**src/rtl/popcount22_vecgen_pkg.sv**
```systemverilog
// Shared constants, state encoding and helpers for the popcount22 vector generator.
package popcount22_vecgen_pkg;

  localparam int N  = 22;
  localparam int CW = 5;

  localparam logic [15:0] LFSR_MASK = 16'hB400;

  typedef enum logic [1:0] {
    IDLE = 2'd0,
    ROT  = 2'd1,
    OUT  = 2'd2
  } state_t;

  // Bits [kc-1:0] set; kc=0 gives zero, kc=N gives all ones.
  function automatic logic [N-1:0] thermo(input logic [CW-1:0] kc);
    return ~({N{1'b1}} << kc);
  endfunction

  // r never exceeds 31 < 2N, so one conditional subtraction reduces it mod N.
  function automatic logic [CW-1:0] mod_n(input logic [CW-1:0] r);
    return (r >= CW'(N)) ? (r - CW'(N)) : r;
  endfunction

  function automatic logic [15:0] lfsr_next(input logic [15:0] s);
    return (s >> 1) ^ (s[0] ? LFSR_MASK : 16'h0000);
  endfunction

endpackage

```
**src/rtl/popcount22_vecgen_if.sv**
```systemverilog
// Request/response bundle between a stimulus consumer and the vector generator.
interface popcount22_vecgen_if;
  import popcount22_vecgen_pkg::*;

  logic          in_valid;
  logic          in_ready;
  logic [CW-1:0] in_count;
  logic          rot_mode;
  logic [CW-1:0] rot_in;
  logic          out_valid;
  logic          out_ready;
  logic [N-1:0]  out_vec;
  logic [CW-1:0] out_count;
  logic          out_sat;

  modport master (
    output in_valid, in_count, rot_mode, rot_in, out_ready,
    input  in_ready, out_valid, out_vec, out_count, out_sat
  );

  modport slave (
    input  in_valid, in_count, rot_mode, rot_in, out_ready,
    output in_ready, out_valid, out_vec, out_count, out_sat
  );

endinterface

```
**src/rtl/popcount22_vecgen_lfsr16.sv**
```systemverilog
// Free-running 16-bit Galois LFSR (right shift), advanced every cycle outside reset.
module popcount22_vecgen_lfsr16
  import popcount22_vecgen_pkg::*;
#(
  parameter logic [15:0] SEED = 16'hACE1
) (
  input  logic        clk,
  input  logic        rst,
  output logic [15:0] state
);

  logic [15:0] state_r;

  // LFSR register; SEED must be nonzero or the sequence locks up.
  always_ff @(posedge clk or posedge rst) begin
    if (rst) begin
      state_r <= SEED;
    end else begin
      state_r <= lfsr_next(state_r);
    end
  end

  assign state = state_r;

endmodule

```
**src/rtl/popcount22_vecgen.sv**
```systemverilog
// Emits a 22-bit vector with exactly min(K,22) ones: a thermometer code rotated
// left one bit per cycle by a fixed or LFSR-chosen amount.
module popcount22_vecgen
  import popcount22_vecgen_pkg::*;
#(
  parameter logic [15:0] LFSR_SEED = 16'hACE1
) (
  input logic                 clk,
  input logic                 rst,
  popcount22_vecgen_if.slave  bus
);

  state_t        state_r;
  state_t        state_nxt_s;
  logic [N-1:0]  shreg_r;
  logic [CW-1:0] rot_cnt_r;
  logic [CW-1:0] out_count_r;
  logic          out_sat_r;
  logic          in_ready_r;
  logic          out_valid_r;

  logic [15:0]   lfsr_s;
  logic          unused_lfsr_s;
  logic          accept_s;
  logic          sat_s;
  logic [CW-1:0] kc_s;
  logic [CW-1:0] rot_sel_s;

  popcount22_vecgen_lfsr16 #(
    .SEED (LFSR_SEED)
  ) u_lfsr (
    .clk   (clk),
    .rst   (rst),
    .state (lfsr_s)
  );

  assign unused_lfsr_s = ^lfsr_s[15:CW];

  // Request decode: clamp the count and pick the raw rotation source.
  always_comb begin
    accept_s  = bus.in_valid & in_ready_r;
    sat_s     = (bus.in_count > CW'(N));
    kc_s      = sat_s ? CW'(N) : bus.in_count;
    rot_sel_s = bus.rot_mode ? bus.rot_in : lfsr_s[CW-1:0];
  end

  // Next-state logic.
  always_comb begin
    state_nxt_s = state_r;
    case (state_r)
      IDLE: begin
        if (accept_s) begin
          state_nxt_s = ROT;
        end else begin
          state_nxt_s = IDLE;
        end
      end
      ROT: begin
        if (rot_cnt_r == {CW{1'b0}}) begin
          state_nxt_s = OUT;
        end else begin
          state_nxt_s = ROT;
        end
      end
      OUT: begin
        if (bus.out_ready) begin
          state_nxt_s = IDLE;
        end else begin
          state_nxt_s = OUT;
        end
      end
      default: begin
        state_nxt_s = IDLE;
      end
    endcase
  end

  // State, handshake flags and datapath registers; reset drops any in-flight vector.
  always_ff @(posedge clk or posedge rst) begin
    if (rst) begin
      state_r     <= IDLE;
      in_ready_r  <= 1'b1;
      out_valid_r <= 1'b0;
      shreg_r     <= {N{1'b0}};
      rot_cnt_r   <= {CW{1'b0}};
      out_count_r <= {CW{1'b0}};
      out_sat_r   <= 1'b0;
    end else begin
      state_r     <= state_nxt_s;
      in_ready_r  <= (state_nxt_s == IDLE);
      out_valid_r <= (state_nxt_s == OUT);
      case (state_r)
        IDLE: begin
          if (accept_s) begin
            shreg_r     <= thermo(kc_s);
            rot_cnt_r   <= mod_n(rot_sel_s);
            out_count_r <= kc_s;
            out_sat_r   <= sat_s;
          end
        end
        ROT: begin
          if (rot_cnt_r != {CW{1'b0}}) begin
            shreg_r   <= {shreg_r[N-2:0], shreg_r[N-1]};
            rot_cnt_r <= rot_cnt_r - CW'(1);
          end
        end
        default: begin
        end
      endcase
    end
  end

  assign bus.in_ready  = in_ready_r;
  assign bus.out_valid = out_valid_r;
  assign bus.out_vec   = shreg_r;
  assign bus.out_count = out_count_r;
  assign bus.out_sat   = out_sat_r;

endmodule
```
**src/flat_wrapper.sv**
```systemverilog
// flat-port wrapper written by rule: the top's interface ports become plain ports
module popcount22_vecgen_flat import popcount22_vecgen_pkg::*;
#(
  parameter logic [15:0] LFSR_SEED = 16'hACE1
)
  (clk, rst, bus_in_valid, bus_in_count, bus_rot_mode, bus_rot_in, bus_out_ready, bus_in_ready, bus_out_valid, bus_out_vec, bus_out_count, bus_out_sat);
  popcount22_vecgen_if bus_i ();
  input logic clk;
  input logic rst;
  input wire logic [$bits(bus_i.in_valid)-1:0] bus_in_valid;
  input wire logic [$bits(bus_i.in_count)-1:0] bus_in_count;
  input wire logic [$bits(bus_i.rot_mode)-1:0] bus_rot_mode;
  input wire logic [$bits(bus_i.rot_in)-1:0] bus_rot_in;
  input wire logic [$bits(bus_i.out_ready)-1:0] bus_out_ready;
  output wire logic [$bits(bus_i.in_ready)-1:0] bus_in_ready;
  output wire logic [$bits(bus_i.out_valid)-1:0] bus_out_valid;
  output wire logic [$bits(bus_i.out_vec)-1:0] bus_out_vec;
  output wire logic [$bits(bus_i.out_count)-1:0] bus_out_count;
  output wire logic [$bits(bus_i.out_sat)-1:0] bus_out_sat;
  assign bus_i.in_valid = bus_in_valid;
  assign bus_i.in_count = bus_in_count;
  assign bus_i.rot_mode = bus_rot_mode;
  assign bus_i.rot_in = bus_rot_in;
  assign bus_i.out_ready = bus_out_ready;
  assign bus_in_ready = bus_i.in_ready;
  assign bus_out_valid = bus_i.out_valid;
  assign bus_out_vec = bus_i.out_vec;
  assign bus_out_count = bus_i.out_count;
  assign bus_out_sat = bus_i.out_sat;
  popcount22_vecgen #(.LFSR_SEED(LFSR_SEED)) u_core (.clk(clk), .rst(rst), .bus(bus_i));
endmodule
```
**config.mk**
```make
export PLATFORM = sky130hd
export DESIGN_NAME = popcount22_vecgen_flat
export DESIGN_NICKNAME = d
export VERILOG_FILES = /design/src/rtl/popcount22_vecgen_pkg.sv /design/src/rtl/popcount22_vecgen_if.sv /design/src/rtl/popcount22_vecgen_lfsr16.sv /design/src/rtl/popcount22_vecgen.sv /design/src/flat_wrapper.sv
export SDC_FILE = /design/constraint.sdc
export NUM_CORES = 1
export LEC_CHECK = 0
export BUFFER_PORTS_ARGS = -buffer_cell sky130_fd_sc_hd__buf_2
export CORE_ASPECT_RATIO = 1.4
export CORE_MARGIN = 4
export CORE_UTILIZATION = 44
export CTS_BUF_LIST = sky130_fd_sc_hd__clkbuf_16
export CTS_CLUSTER_SIZE = 30
export DETAILED_ROUTE_END_ITERATION = 10
export PLACE_DENSITY = 0.7
export SYNTH_ARGS = -nofsm -noshare
export SYNTH_HDL_FRONTEND = slang
export SYNTH_SLANG_ARGS = --single-unit
```
**constraint.sdc**
```tcl
create_clock -name clk -period 5.4 [get_ports clk]
set_input_delay 0.81 -clock clk [delete_from_list [all_inputs] [get_ports clk]]
set_output_delay 0.81 -clock clk [all_outputs]
set_load 0.005 [all_outputs]
```
# Word level (Yosys, flattened, before mapping)
# Cells that the tools add are included.
totals:
  out_inout_bits: 30
  ff_bits: 53
  wordCells: 42
classes:
  magnitude_cmp: 2
  muxes: 14
  addsub: 2
  bitwise: 3
  eq_ne: 5
  reduce_logical: 7
  n_shift: 1
ops:
  columns: ["cell", "n"]
  rows:
  - ["22-bit two-way mux", 2]
  - ["22-bit case mux with 2 select lines", 1]
  - ["5-bit two-way mux", 5]
  - ["22-bit inverter", 1]
  - ["22-bit by 5-bit << shifter with 22-bit output (first input constant)", 1]
  - ["16-bit two-way mux", 1]
  - ["15-bit by 16-bit bitwise XOR with 16-bit output", 1]
  - ["5-bit case mux with 2 select lines", 1]
  - ["2-bit case mux with 3 select lines", 1]
  - ["5-bit >= comparator (second input constant)", 1]
  - ["5-bit greater-than comparator (second input constant)", 1]
  - ["5-bit zero test", 1]
  - ["5-bit nonzero test", 1]
  - ["5-bit by 1-bit subtractor with 5-bit output (second input constant)", 1]
  - ["5-bit subtractor (second input constant)", 1]
  - ["2-bit == test (second input constant)", 2]
  - ["2-bit zero test", 2]
  - ["2-bit two-way mux", 2]
  - ["2-bit by 1-bit inequality test with 1-bit output (second input constant)", 2]
  - ["3-bit AND reduction", 1]
  - ["2-bit by 1-bit == test with 1-bit output (second input constant)", 1]
  - ["2-bit AND reduction", 1]
  - ["2-bit nonzero test", 1]
  - ["1-bit bitwise AND", 1]
  - ["1-bit two-way mux", 1]

# Logic depth before layout (Yosys ltp)
# Gate-level depths: netlist of the first run.
logic_depth:
  depth_word: 6
  mapped_depth: 8
  ltp_nobuf: 7

# Modules after synthesis
# From an unflattened synthesis of the first run, not the netlist that was laid out.
hier_totals:
  hier_cells: 250
  hier_area_um2: 2504.9
by_module_without_submodules:
  columns: ["module", "n_inst", "area_each_um2", "cells_each"]
  rows:
  - ["popcount22_vecgen", 1, 2064.5, 230]
  - ["popcount22_vecgen_lfsr16", 1, 440.4, 20]

# Worst setup path before layout of the first run
# No wires, ideal clock.
synth_path:
  kind: "input port to flip-flop"
  startpoint: "in bus_rot_mode"
  endpoint: "reg u_core.rot_cnt_r[2]"
  n_path_buf: 1
  required_ns: 5.276
  path_stages: 7
  setup_slack_ns: 3.125
  arrival_time_ns: 2.151
  cell_sequence: "buf_2 mux2_2 ha_1 a21oi_1 a41o_1 mux2i_1 a21oi_1"
synth_between:
  elab_chain_len: 5
  elab_cells_between_ends: 6
synth_lines:
  columns: ["element", "line", "text"]
  rows:
  - ["start: declaration", "flat_wrapper.sv:12", "input wire logic [$bits(bus_i.rot_mode)-1:0] bus_rot_mode;"]
  - ["5-bit two-way mux *", "popcount22_vecgen.sv:44", "rot_sel_s = bus.rot_mode ? bus.rot_in : lfsr_s[CW-1:0];"]
  - ["5-bit subtractor or 5-bit >= comparator (tied branches)", "popcount22_vecgen_pkg.sv:22", "return (r >= CW'(N)) ? (r - CW'(N)) : r;"]
  - ["5-bit two-way mux *", "popcount22_vecgen_pkg.sv:22", null]
  - ["5-bit two-way mux *", "popcount22_vecgen.sv:94", "if (accept_s) begin"]
  - ["5-bit case mux with 2 select lines *", "popcount22_vecgen.sv:92", "case (state_r)"]
  - ["end signal: assignment", "popcount22_vecgen.sv:85", "rot_cnt_r <= {CW{1'b0}};"]
  - ["end signal: assignment", "popcount22_vecgen.sv:96", "rot_cnt_r <= mod_n(rot_sel_s);"]
  - ["end signal: assignment", "popcount22_vecgen.sv:104", "rot_cnt_r <= rot_cnt_r - CW'(1);"]
  - ["end: declaration", "popcount22_vecgen.sv:16", "logic [CW-1:0] rot_cnt_r;"]
# Every way passes the cells marked *; elsewhere a longest branch is shown, timed or not. The select of a mux whose other input is x is not followed.
# A chain may end at the register's enable or synchronous reset.

# Worst setup path after layout of the first run
layout_path:
  startpoint: "reg u_core.rot_cnt_r[0]"
  endpoint: "reg u_core.rot_cnt_r[0]"
layout_between:
  elab_chain_len: 3
  elab_cells_between_ends: 6
layout_lines:
  columns: ["element", "line"]
  rows:
  - ["5-bit by 1-bit subtractor with 5-bit output or 5-bit nonzero test (tied branches)", "popcount22_vecgen.sv:104, popcount22_vecgen.sv:102"]
  - ["5-bit two-way mux or 2-bit by 1-bit inequality test with 1-bit output (tied branches)", null]
  - ["5-bit case mux with 2 select lines or 3-bit AND reduction (tied branches)", null]
# Several ways; a longest one is shown, not always the timed one. The select of a mux whose other input is x is not followed.

==> results of run 1 <==
==> sequential cells by signal (all words and copies together) (netlist names) <==
register,cells
u_core.bus.in_ready,1
u_core.rot_cnt_r,5
u_core.u_lfsr.state,16
u_core.bus.out_valid,1
u_core.state_r,2
u_core.bus.out_sat,1
u_core.bus.out_count,5
u_core.bus.out_vec,22
==> logic make-up after synthesis <==
logic type	count (synthesis)	synth area share, %
compound gates	79	19.8
xor+xnor	3	1.05
fa+ha+maj	3	1.51
buf+inv	24	4.22
flops	53	53.7
mux	6	2.51
simple gates	86	17.2
==> layout by cell type, fill, tap and decap left out, types with 5 or more instances in the layout <==
cell       instances
a21oi_1           21
buf_2             44
clkbuf_16          5
dfrtp_1           44
dfstp_2            9
inv_1              5
nand2_1           27
nand3_1            5
nor2_1            27
o21ai_0           27
o22ai_1            6
==> layer usage <==
| metal | vias to the layer above | part of all wire (%) | global-route usage [%] | wire length, µm |
|---|---|---|---|---|
| li1 | 975 | - | - | - |
| met2 | 49 | 52 | 26.6 | 2720 |
| met1 | 952 | 41 | 19.4 | 2140 |
| met5 | - | 0 | 0 | 0 |
| met4 | 0 | 1.9 | 6.22 | 99 |
| met3 | 7 | 5.7 | 3.43 | 298 |
==> worst reg2reg max path, stage by stage (launching register included) <==
cell	delay, ns
dfrtp_1	0.39
inv_1	0.10
ha_1	0.16
or4b_4	0.49
a21oi_4	0.48
inv_2	0.34
nor2_1	0.20
a311oi_2	0.06
==> power groups by stage <==
stage | clock network [mW] | logic, mW | registers, mW
global placement | 0 | 0.659 | 0.638
detailed placement | 0 | 0.674 | 0.642
global route | 0.321 | 0.773 | 0.652
floorplan | 0 | 0.494 | 0.632
CTS | 0.306 | 0.676 | 0.635
finish | 0.296 | 0.665 | 0.634
==> layout make-up <==
type	instances	share of cell area, %
clock inverters	3	0.436
well taps	68	2.96
clock buffers	5	4.36
flip-flops and latches	53	46.6
multi-input cells	177	36.5
inverters	7	0.915
repair buffers	46	8.20
==> per-stage QoR <==
stage | cells | setup WS, ns | power, mW | instance area, µm²
after floorplan | 254 | 3.13 | 1.13 | 2490
after global placement | 351 | 2.98 | 1.30 | 2730
after detailed placement | 351 | 2.93 | 1.32 | 2730
after CTS | 359 | 2.96 | 1.62 | 2870
after global routing | 359 | 2.77 | 1.75 | 2870
final | 359 | 2.98 | 1.59 | 2870
==> final timing paths <==
check,from,to,slack (ns),depth (start not counted)
hold / removal,u_core.u_lfsr.state[8]$_DFF_PP0_,u_core.u_lfsr.state[7]$_DFF_PP1_,0.35,0
min in group asynchronous,rst,u_core.bus.out_vec[4]$_DFFE_PP0P_,0.71,3
setup / recovery,u_core.rot_cnt_r[0]$_DFFE_PP0P_,u_core.rot_cnt_r[0]$_DFFE_PP0P_,2.98,7
hold reg to reg,u_core.u_lfsr.state[8]$_DFF_PP0_,u_core.u_lfsr.state[7]$_DFF_PP1_,0.35,0
setup reg to reg,u_core.rot_cnt_r[0]$_DFFE_PP0P_,u_core.rot_cnt_r[0]$_DFFE_PP0P_,2.98,7
max in group asynchronous,rst,u_core.rot_cnt_r[3]$_DFFE_PP0P_,4.27,3
==> impl_metrics.json, run 1 <==
{
  "status": "complete, no violations",
  "synth_cells": 254,
  "slowest_delay_ns": 0.49,
  "start_util_pct": 45.4,
  "intPower_mw": 0.974,
  "clock-sinks": 53,
  "worstSetupEndpointType": "flip-flop",
  "grt_first_pass_wirelength_um": 8920,
  "fmax_ghz": 0.414,
  "max_cap_violations": 0,
  "drtIter0Drc": 130,
  "slew_violations": 0,
  "cts-buffers-inserted": 5,
  "syn_nets": 272,
  "die_x_um": 71.6,
  "powerDensity_nw_per_um2": 556,
  "rsz0062_at_grt": "false",
  "path_cells": "inv_1 -> ha_1 -> or4b_4 -> a21oi_4 -> inv_2 -> nor2_1 -> a311oi_2",
  "ctsHoldBuffers": 0,
  "hold_ws_ns": 0.349,
  "cp.required_ns": 5.50,
  "fin_nets": 308,
  "drive_gt1_share_pct": 24.1,
  "crit_path_start_kind": "flip-flop",
  "ir_drop_uv": 293,
  "area_growth_pct": 15.2,
  "setup_violations": 0,
  "syn_avg_cell_area_um2": 9.81,
  "post-route-period-util_pct": 44.8,
  "cp_data_arrival_time_ns": 2.52,
  "worstSetupPathType": "reg -> reg",
  "power_frac_comb_pct": 41.7,
  "wl_per_cell_um": 14.6,
  "setup_tns_ns": 0,
  "clkPwrFrac_pct": 18.6,
  "hpwlAfterDp_um": 3800,
  "ctsHtreeMaxLevel": 2,
  "row_count": 32,
  "hold_viol": 0,
  "cts_tree": "done",
  "path_max_fanout": 30,
  "port_buffers": 44,
  "p_leak_nw": 1.30,
  "yosys.area.top_type": "dfrtp_1",
  "via_count": 1983,
  "drc": 0,
  "dieHeight_um": 97.0,
  "grt_max_degree": 54,
  "antenna_found_initial": 0,
  "hold_path_class": "reg -> reg",
  "synthArstFlopShare_pct": 100,
  "coreArea_um2": 5490,
  "worst_slew_pin_slew_ns": 1.04,
  "ant_nets": 0,
  "fin_skew_ns": 0.00491,
  "yosysWarnings": 0,
  "synth_cell_types": 52,
  "crit_family": "simple AND/OR/NAND/NOR gates",
  "regArea_um2": 1340,
  "wirelength_um": 5260,
  "synth_seq_cells": 53,
  "synth_area_leaders": "dfrtp_1 (44%), dfstp_2 (9.5%), o21ai_0 (5.4%)",
  "cp.buffers_inverters": 2,
  "maxSlewHeadroom_pct": 30.3,
  "p_sw_share_pct": 38.9,
  "firstDrtPassIters": 4,
  "synth_top_area_share_pct": 44.2,
  "cts.clk_slew.worst_paths_ns": 0.06,
  "die-area_um2": 6950,
  "clockBufferDepth": 2,
  "ys_top_cells_by_count": "dfrtp_1 (44), nand2_1 (27), nor2_1 (27), o21ai_0 (27), a21oi_1 (21)",
  "slowest_stage": "or4b_4",
  "pwr-share-seq_pct": 39.8,
  "fin_util_pct": 52.3,
  "fillers": 494,
  "syn_area_um2": 2490,
  "switchingPower_mw": 0.621,
  "cts-root-buf": "clkbuf_16",
  "io_pins": 45,
  "track_usage_pct": 15.8,
  "ys.flop_type": "dfrtp_1",
  "synth.most_common_cell": "dfrtp_1",
  "clock_latency_ns": 0.28,
  "multi_input_area_um2": 1050,
  "antenna_cells": 0,
  "routed_via_density": 5.52,
  "gp_congestion": 0.791,
  "grt_pass1_vias": 1893,
  "period_minus_slack_ns": 2.42,
  "post_cts_resized": 0,
  "synth-seq-area-share_pct": 53.7,
  "overflow": 0,
  "cts_setup_buffers": 0,
  "synth_edf_count": 0
}
(Power assumes the default switching activity.)
==> run 2: changes to the inputs <==
Settings changed: PLACE_DENSITY 0.7 to 0.73.
Clock period 5.4 ns to 2.2 ns, I/O delays scaled along.
==> run 2 against run 1 <==
Effect of this change:
- cell area increased by 2.3%
- worst setup slack got worse by 2.8 ns
- die area unchanged
- clock power increased to 2.9 times the previous value
- wire length increased by 2.9%
- sequential power increased by 150%
- final cell count increased by 0.84%
- flip-flop and latch count unchanged
- critical path depth unchanged
- count of clock-buffer cells in the layout unchanged
- combinational power increased to 2.6 times the previous value
==> impl_metrics.json, run 2 (synthesis results as in run 1) <==
{
  "status": "complete, no violations",
  "overflow": 0,
  "fin_nets": 311,
  "hold_path_class": "in -> async",
  "worstSetupPathType": "reg -> reg",
  "ant_nets": 0,
  "p_leak_nw": 1.33,
  "setup_tns_ns": 0,
  "path_max_fanout": 30,
  "powerDensity_nw_per_um2": 1410,
  "cts_tree": "done",
  "fmax_ghz": 0.490,
  "cts.clk_slew.worst_paths_ns": 0.06,
  "clock-sinks": 53,
  "io_pins": 45,
  "routed_via_density": 5.53,
  "cp.required_ns": 2.37,
  "worst_slew_pin_slew_ns": 0.495,
  "post_cts_resized": 0,
  "ctsHtreeMaxLevel": 2,
  "cts_setup_buffers": 0,
  "r2r_start": "u_core.rot_cnt_r[0]$_DFFE_PP0P_",
  "port_buffers": 44,
  "slew_violations": 0,
  "via_count": 2003,
  "path_cells": "inv_1 -> ha_1 -> or4b_4 -> a21oi_4 -> inv_2 -> mux2i_1 -> o21ai_1",
  "drive_gt1_share_pct": 25.2,
  "firstDrtPassIters": 5,
  "clockBufferDepth": 2,
  "max_cap_violations": 0,
  "gp_congestion": 0.776,
  "period_minus_slack_ns": 2.04,
  "rrSetupSlack_ns": 0.16,
  "antenna_cells": 0,
  "fin_skew_ns": 0.00788,
  "hpwlAfterDp_um": 3840,
  "clock_latency_ns": 0.29,
  "startpoint": "u_core.rot_cnt_r[0]$_DFFE_PP0P_",
  "drtIter0Drc": 124,
  "slowest_delay_ns": 0.49,
  "drc": 0,
  "maxSlewHeadroom_pct": 66.8,
  "critical_path.endpoint": "u_core.rot_cnt_r[1]$_DFFE_PP0P_",
  "antenna_found_initial": 0,
  "post-route-period-util_pct": 92.7,
  "r2r_cells": 7,
  "reg2reg_to": "u_core.rot_cnt_r[1]$_DFFE_PP0P_",
  "dieHeight_um": 97.0,
  "ctsHoldBuffers": 0,
  "track_usage_pct": 16.2,
  "wirelength_um": 5410,
  "die-area_um2": 6950,
  "largest_reg_flops": 22,
  "setup_violations": 0,
  "crit_path_start_kind": "flip-flop",
  "die_x_um": 71.6,
  "coreArea_um2": 5490,
  "ir_drop_uv": 583,
  "wl_per_cell_um": 14.9,
  "rsz0062_at_grt": "false",
  "grt_max_degree": 54,
  "area_growth_pct": 17.8,
  "start_util_pct": 45.4,
  "grt_pass1_vias": 1973,
  "hold_viol": 0,
  "cts-buffers-inserted": 5,
  "layout_common_cells": "buf_2 (44), dfrtp_1 (44), nor2_1 (27), nand2_1 (27), o21ai_0 (27)",
  "cts-root-buf": "clkbuf_16",
  "worstSetupEndpointType": "flip-flop",
  "grt_first_pass_wirelength_um": 9110,
  "row_count": 32,
  "fin_util_pct": 53.5,
  "slowest_stage": "or4b_4",
  "cp_data_arrival_time_ns": 2.21
}
run 2: cell count changes in the layout (fill, tap and decap cells not counted), sizes merged:
cell,change
buf,+3
clkinv,-2
bufinv,+1
inv,+1
run 2: metal layers:
metal  wire length (µm)  up-vias  GRT usage (%)  part of all wire [%]
met1               2210      956           19.6                    41
met2               2790       55           27.3                    52
li1                   -      984              -                     -
met5                  0        -              0                     0
met3                314        8           3.85                   5.8
met4                 95        0           6.51                   1.8
run 2: area by class of cell:
| type | count | area, µm² |
|---|---|---|
| Multi-Input combinational cell | 177 | 1050 |
| Fill cell | 512 | 2550 |
| Sequential cell | 53 | 1340 |
| Inverter | 7 | 26.3 |
| Clock inverter | 3 | 42.5 |
| Tap cell | 68 | 85.1 |
| Timing Repair Buffer | 49 | 270 |
| Clock buffer | 5 | 125 |
run 2: metrics by stage:
step                      instance area [µm²]  power, mW  hold WS, ns  instances  setup slack, ns
after floorplan                          2490       2.76        0.331        254            0.405
after global placement                   2770       3.23        0.336        354            0.212
after detailed placement                 2770       3.29        0.343        354            0.174
after CTS                                2940       4.18       0.0916        362            0.136
after global routing                     2940       4.47        0.113        362           0.0232
final                                    2940       4.13       0.0773        362            0.160
run 2: power breakdown:
part	total (mW)	leakage [nW]	internal (mW)	switching, mW
Clock	0.862	0.0852	0.534	0.328
Combinational	1.71	0.619	0.715	0.997
Sequential	1.56	0.627	1.31	0.242
run 2: critical path: cells and delay by family (launching register included):
kind / cells / cell delay, ns
AO/OA/AOI/OAI: 2 / 0.33
adder cells (fa/ha/maj): 1 / 0.16
flip-flops: 1 / 0.39
buffers and inverters: 2 / 0.33
multiplexers: 1 / 0.22
AND/OR/NAND/NOR: 1 / 0.49
run 2: how the worst min path moves through the flow:
stage / endpoint / slack [ns] / cells past startpoint / startpoint
finish: u_core.bus.out_vec[0]$_DFFE_PP0P_ / 0.08 / 3 / rst
global route: u_core.bus.out_vec[0]$_DFFE_PP0P_ / 0.11 / 3 / rst
CTS: u_core.bus.out_vec[10]$_DFFE_PP0P_ / 0.09 / 3 / rst
detailed placement: u_core.u_lfsr.state[7]$_DFF_PP1_ / 0.34 / 0 / u_core.u_lfsr.state[8]$_DFF_PP0_
global placement: u_core.u_lfsr.state[7]$_DFF_PP1_ / 0.34 / 0 / u_core.u_lfsr.state[8]$_DFF_PP0_
floorplan: u_core.u_lfsr.state[8]$_DFF_PP0_ / 0.33 / 0 / u_core.u_lfsr.state[9]$_DFF_PP0_
